## config.mk

```make
export PLATFORM = sky130hd
export DESIGN_NAME = add_subtract
export DESIGN_NICKNAME = d
export VERILOG_FILES = /design/src/rtl/add_subtract.sv
export SDC_FILE = /design/constraint.sdc
export NUM_CORES = 1
export LEC_CHECK = 0
export CAP_MARGIN = 5
export CORE_UTILIZATION = 40
export DETAILED_ROUTE_END_ITERATION = 16
export PLACE_DENSITY_LB_ADDON = 0.12
export SLEW_MARGIN = 10
export SYNTH_ARGS = -nofsm -noshare
export SYNTH_HDL_FRONTEND = slang
export SYNTH_SLANG_ARGS = --single-unit
```

## constraint.sdc

```tcl
create_clock -name clock -period 3 [get_ports clock]
set_input_delay 0.75 -clock clock [delete_from_list [all_inputs] [get_ports clock]]
set_output_delay 0.75 -clock clock [all_outputs]
set_load 0.1 [all_outputs]
```

## src/rtl/add_subtract.sv

```systemverilog
// add_subtract: registered add/subtract slice for the execute stage.
// One-cycle latency; result and carry/zero/negative/overflow flags are
// registered together and held unchanged on undefined opcodes. The
// registered carry doubles as the carry/borrow input for ADDC/SUBB chains.
module add_subtract #(
    parameter int WIDTH = 4,
    parameter int OPW   = 4
) (
    input  logic             clock,
    input  logic             reset_n,
    input  logic [OPW-1:0]   op,
    input  logic [WIDTH-1:0] a,
    input  logic [WIDTH-1:0] b,
    output logic [WIDTH-1:0] out,
    output logic             carry,
    output logic             zero,
    output logic             negative,
    output logic             overflow
);

    localparam logic [OPW-1:0] OP_ADD  = OPW'(2);
    localparam logic [OPW-1:0] OP_SUB  = OPW'(3);
    localparam logic [OPW-1:0] OP_ADDC = OPW'(4);
    localparam logic [OPW-1:0] OP_SUBB = OPW'(5);
    localparam int MSB = WIDTH - 1;

    // Signed overflow of an addition: like-signed operands, result sign differs.
    function automatic logic add_ovf(input logic sa, input logic sb, input logic sr);
        return (sa == sb) && (sr != sa);
    endfunction

    // Signed overflow of a subtraction: unlike-signed operands, result sign differs from a.
    function automatic logic sub_ovf(input logic sa, input logic sb, input logic sr);
        return (sa != sb) && (sr != sa);
    endfunction

    logic [WIDTH:0]   ext_a;
    logic [WIDTH:0]   ext_b;
    logic [WIDTH:0]   cin_ext;
    logic [WIDTH:0]   res_full;
    logic [WIDTH-1:0] res;
    logic             is_sub;
    logic             load;
    logic             nxt_carry;
    logic             nxt_ovf;

    // Next-state datapath: WIDTH+1-bit sum/difference; the top bit is carry or borrow.
    always_comb begin
        ext_a    = {1'b0, a};
        ext_b    = {1'b0, b};
        cin_ext  = {{WIDTH{1'b0}}, carry};
        res_full = '0;
        is_sub   = 1'b0;
        load     = 1'b0;
        case (op)
            OP_ADD: begin
                load     = 1'b1;
                res_full = ext_a + ext_b;
            end
            OP_SUB: begin
                load     = 1'b1;
                is_sub   = 1'b1;
                res_full = ext_a - ext_b;
            end
            OP_ADDC: begin
                load     = 1'b1;
                res_full = ext_a + ext_b + cin_ext;
            end
            OP_SUBB: begin
                load     = 1'b1;
                is_sub   = 1'b1;
                // Borrow out of the full-precision a - (b + cin) lands in the top bit.
                res_full = ext_a - ext_b - cin_ext;
            end
            default: begin
                load = 1'b0;
            end
        endcase
        res       = res_full[WIDTH-1:0];
        nxt_carry = res_full[WIDTH];
        nxt_ovf   = is_sub ? sub_ovf(a[MSB], b[MSB], res[MSB])
                           : add_ovf(a[MSB], b[MSB], res[MSB]);
    end

    // Output register: all five fields load together on defined opcodes only.
    always_ff @(posedge clock or negedge reset_n) begin
        if (!reset_n) begin
            out      <= '0;
            carry    <= 1'b0;
            zero     <= 1'b0;
            negative <= 1'b0;
            overflow <= 1'b0;
        end else if (load) begin
            out      <= res;
            carry    <= nxt_carry;
            zero     <= (res == '0);
            negative <= res[MSB];
            overflow <= nxt_ovf;
        end
    end

endmodule

```

==> metrics.md <==
| Metric | Value |
|---|---|
| Status | complete, no violations |
| CP peak stage delay | 540 ps |
| Largest net degree at the start of global routing | 12 |
| I/O pin count | 22 |
| Fin. max-slew vios | 0 |
| FILL cells | 212 |
| CP top delay family | adder cells |
| Dpl cell area | 0.00130 sq mm |
| Avg WL per Cell | 13.6 microns |
| R2R cell count | 8 |
| Crit Path Class | in2reg |
| Hold_buf cts | 0 |
| Slew HR | 77.2% |
| Element type at the critical path end | flip-flop |
| Hold slack | 498 ps |
| Async set or reset register ratio after synthesis | 100% |
| Ant diodes | 0 |
| Core Region | 0.00228 sq mm |
| Max-Cap Viols | 0 |
| Cell Chain, Critical Path | clkdlybuf4s50_1 > buf_4 > fa_1 > inv_2 > ha_4 > xor2_1 > mux2i_1 > xnor2_1 > a22oi_2 > a32oi_1 > nor2_1 |
| Hold Path Class | reg2reg |
| Post-synthesis sequential area ratio | 17.7% |
| H-tree depth | 1 |
| Dpl hpwl | 1950 microns |
| Layout cells sized above 1 | 32.2% |
| Die area | 0.00267 sq mm |
| Final Hold Vio Count | 0 |
| Avg Inst Size Synth | 8.74 sq um |
| Initial antenna violation count | 0 |
| I/O Buffers | 21 |
| Setup Skew | 7.02 ps |
| Critical Path Start | a[1] |
| Final setup fails | 0 |
| CTS root buf | clkbuf_4 |
| Post-synth top cells | ha_1, inv_1, nand2_1 |
| Cell leakage power | 0.696 nW |
| Worst Path Max Fanout | 3 |
| Placed insts | 173 |
| Worst Tran Pin Value | 341 ps |
| Gr ovfl total | 0 |
| Gp weighted congestion | 0.810 |
| Starting density of the core | 43.4% |
| Vias/cell | 5.26 |
| 1st-iter DRT viols | 12 |
| Synth area leaders | dfrtp_1, ha_1, xnor2_1 |
| Highest clock rate | 353 MHz |
| CP Depth | 11 |
| Num rows | 17 |
| Pre-antenna DRT Iters | 4 |
| Syn Std Cell Area | 987 sq um |
| Max Buffers Root-to-Sink | 2 |
| CTS Buf Count | 3 |
| Vias after detailed routing | 947 |
| RSZ-0062 raised after global routing | no |
| Setup slack, reg-to-reg | 1110 ps |
| Global-route wire length before repair | 4020 microns |
| Die Span Y | 51.7 microns |
| Worst Setup EP | zero |
| Slowest library cell on the worst path | fa_1 |
| Die span in x | 51.7 microns |
| All-layer global routing usage | 20.4% |
| VDD IR-drop max | 521 uV |
| Final net count | 181 |
| Routed Antenna Nets | 0 |
| Top_reg_cell synth | dfrtp_1 |
| Clock latency at the later pin of the worst-skew pair | 260 ps |
| Synth area leader | dfrtp_1 |
| Clk slew on worst S/H paths | 60 ps |
| Worst path required time | 3150 ps |
| CTS tree | built |
| Clock Sinks | 7 |
| Period utilisation layout | 94.5% |
| Post-synthesis cell type count | 41 |
| Ys Warns | 0 |
| Reg2reg start | carry |
| Setup TNS | 0 ps |
| Yosys reg bits | 7 |
| Worst flop-to-flop path endpoint | zero |
| Tmin final | 2830 ps |
| Routed wire length | 2440 microns |
| Final Cell Area | 0.00139 sq mm |
| EDFF count, synth | 0 |
| Pwr dens | 514 mW/mm^2 |
| DRC violations left | 0 |
| CP bufs+invs | 3 |
| Worst Path Arrival | 2980 ps |
| Post-Syn Instances | 113 |
| Vias in the first global route | 893 |
| Startpoint type of the worst setup path | input pin |
| Area growth syn-to-layout | 40.9% |
| Syn Nets | 141 |
| Final non-filler cell total | 180 |
| Share of the synthesized area in the top cell type | 17.7% |
| Final core utilization | 61.1% |
==> power breakdown <==
part	internal [mW]	total [mW]	switching (mW)	leakage, nW
clock network	0.0511	0.0905	0.0394	0.0150
logic	0.166	0.492	0.326	0.595
registers	0.117	0.132	0.0152	0.0866
total	0.334	0.715	0.381	0.696
==> metal layers <==
layer / GRT usage, % / wire length [microns] / up-vias
li1: - / - / 469
met1: 27.9 / 1090 / 453
met2: 32.7 / 1210 / 21
met3: 5.26 / 104 / 4
met4: 2.70 / 44 / 0
met5: 0 / 0 / -
==> cells in the final DEF, fill, tap and decap left out, types with 2 or more instances in the layout <==
| cell type | n |
|---|---|
| nand2_1 | 10 |
| a32oi_1 | 2 |
| clkdlybuf4s50_1 | 11 |
| dlymetal6s2s_1 | 2 |
| fa_1 | 2 |
| o21ai_0 | 3 |
| nor3_1 | 5 |
| xor2_1 | 3 |
| xnor2_1 | 5 |
| mux2i_1 | 5 |
| clkbuf_4 | 3 |
| or3_1 | 2 |
| o21bai_1 | 2 |
| buf_4 | 26 |
| ha_2 | 4 |
| a21oi_1 | 4 |
| inv_1 | 10 |
| o21a_1 | 2 |
| dfrtp_1 | 7 |
| nor2_1 | 7 |
| a22oi_2 | 2 |
| nand2b_1 | 2 |
| xnor3_1 | 2 |
| inv_2 | 4 |
| ha_1 | 7 |
==> sequential cells by signal, summed over array words and instances, names as in the netlist <==
| register | cells |
|---|---|
| overflow | 1 |
| out | 4 |
| carry | 1 |
| zero | 1 |
==> metrics by stage <==
stage | setup WS [ps] | total power, mW
after floorplan | 391 | 0.487
after global placement | -141 | 0.598
after detailed placement | -197 | 0.604
after CTS | 61.8 | 0.697
after global routing | 33.8 | 0.761
final | 166 | 0.715
==> how the worst min path moves through the flow <==
stage	to	depth (start not counted)	slack [ps]	from
after global routing	out[2]	2	540	out[2]
final	overflow	2	500	overflow
after detailed placement	overflow	2	490	overflow
after floorplan	carry	0	450	reset_n
after CTS	overflow	2	500	overflow
after global placement	overflow	2	480	overflow
==> worst min-delay path, cell delays in order (launching register included) <==
cell and delay (ps):
dfrtp_1 340, nand2_1 70, o211ai_2 60
==> cell type report <==
type | instances | area [sq um] | area share (%)
multi-input cells | 88 | 772 | 55.5
repair buffers | 39 | 330 | 23.7
flip-flops and latches | 7 | 175 | 12.6
inverters | 14 | 52.6 | 3.78
well taps | 28 | 35.0 | 2.52
clock buffers | 4 | 26.3 | 1.89
==> logic make-up after synthesis <==
logic type                 share of synthesized area, %
and+or+nand+nor                                    18.9
adders and majority gates                          19.3
buffers and inverters                              8.11
AOI/OAI and AO/OA                                  18.4
muxes                                              5.07
xor gates and xnor gates                           12.5
DFF                                                17.7
==> what timing repair did <==
item	4_1_cts	5_1_grt
buffers inserted	0	3
endpoints found under the setup margin	0	4
gates resized for setup	0	13
Power figures use the tool's default switching activity.
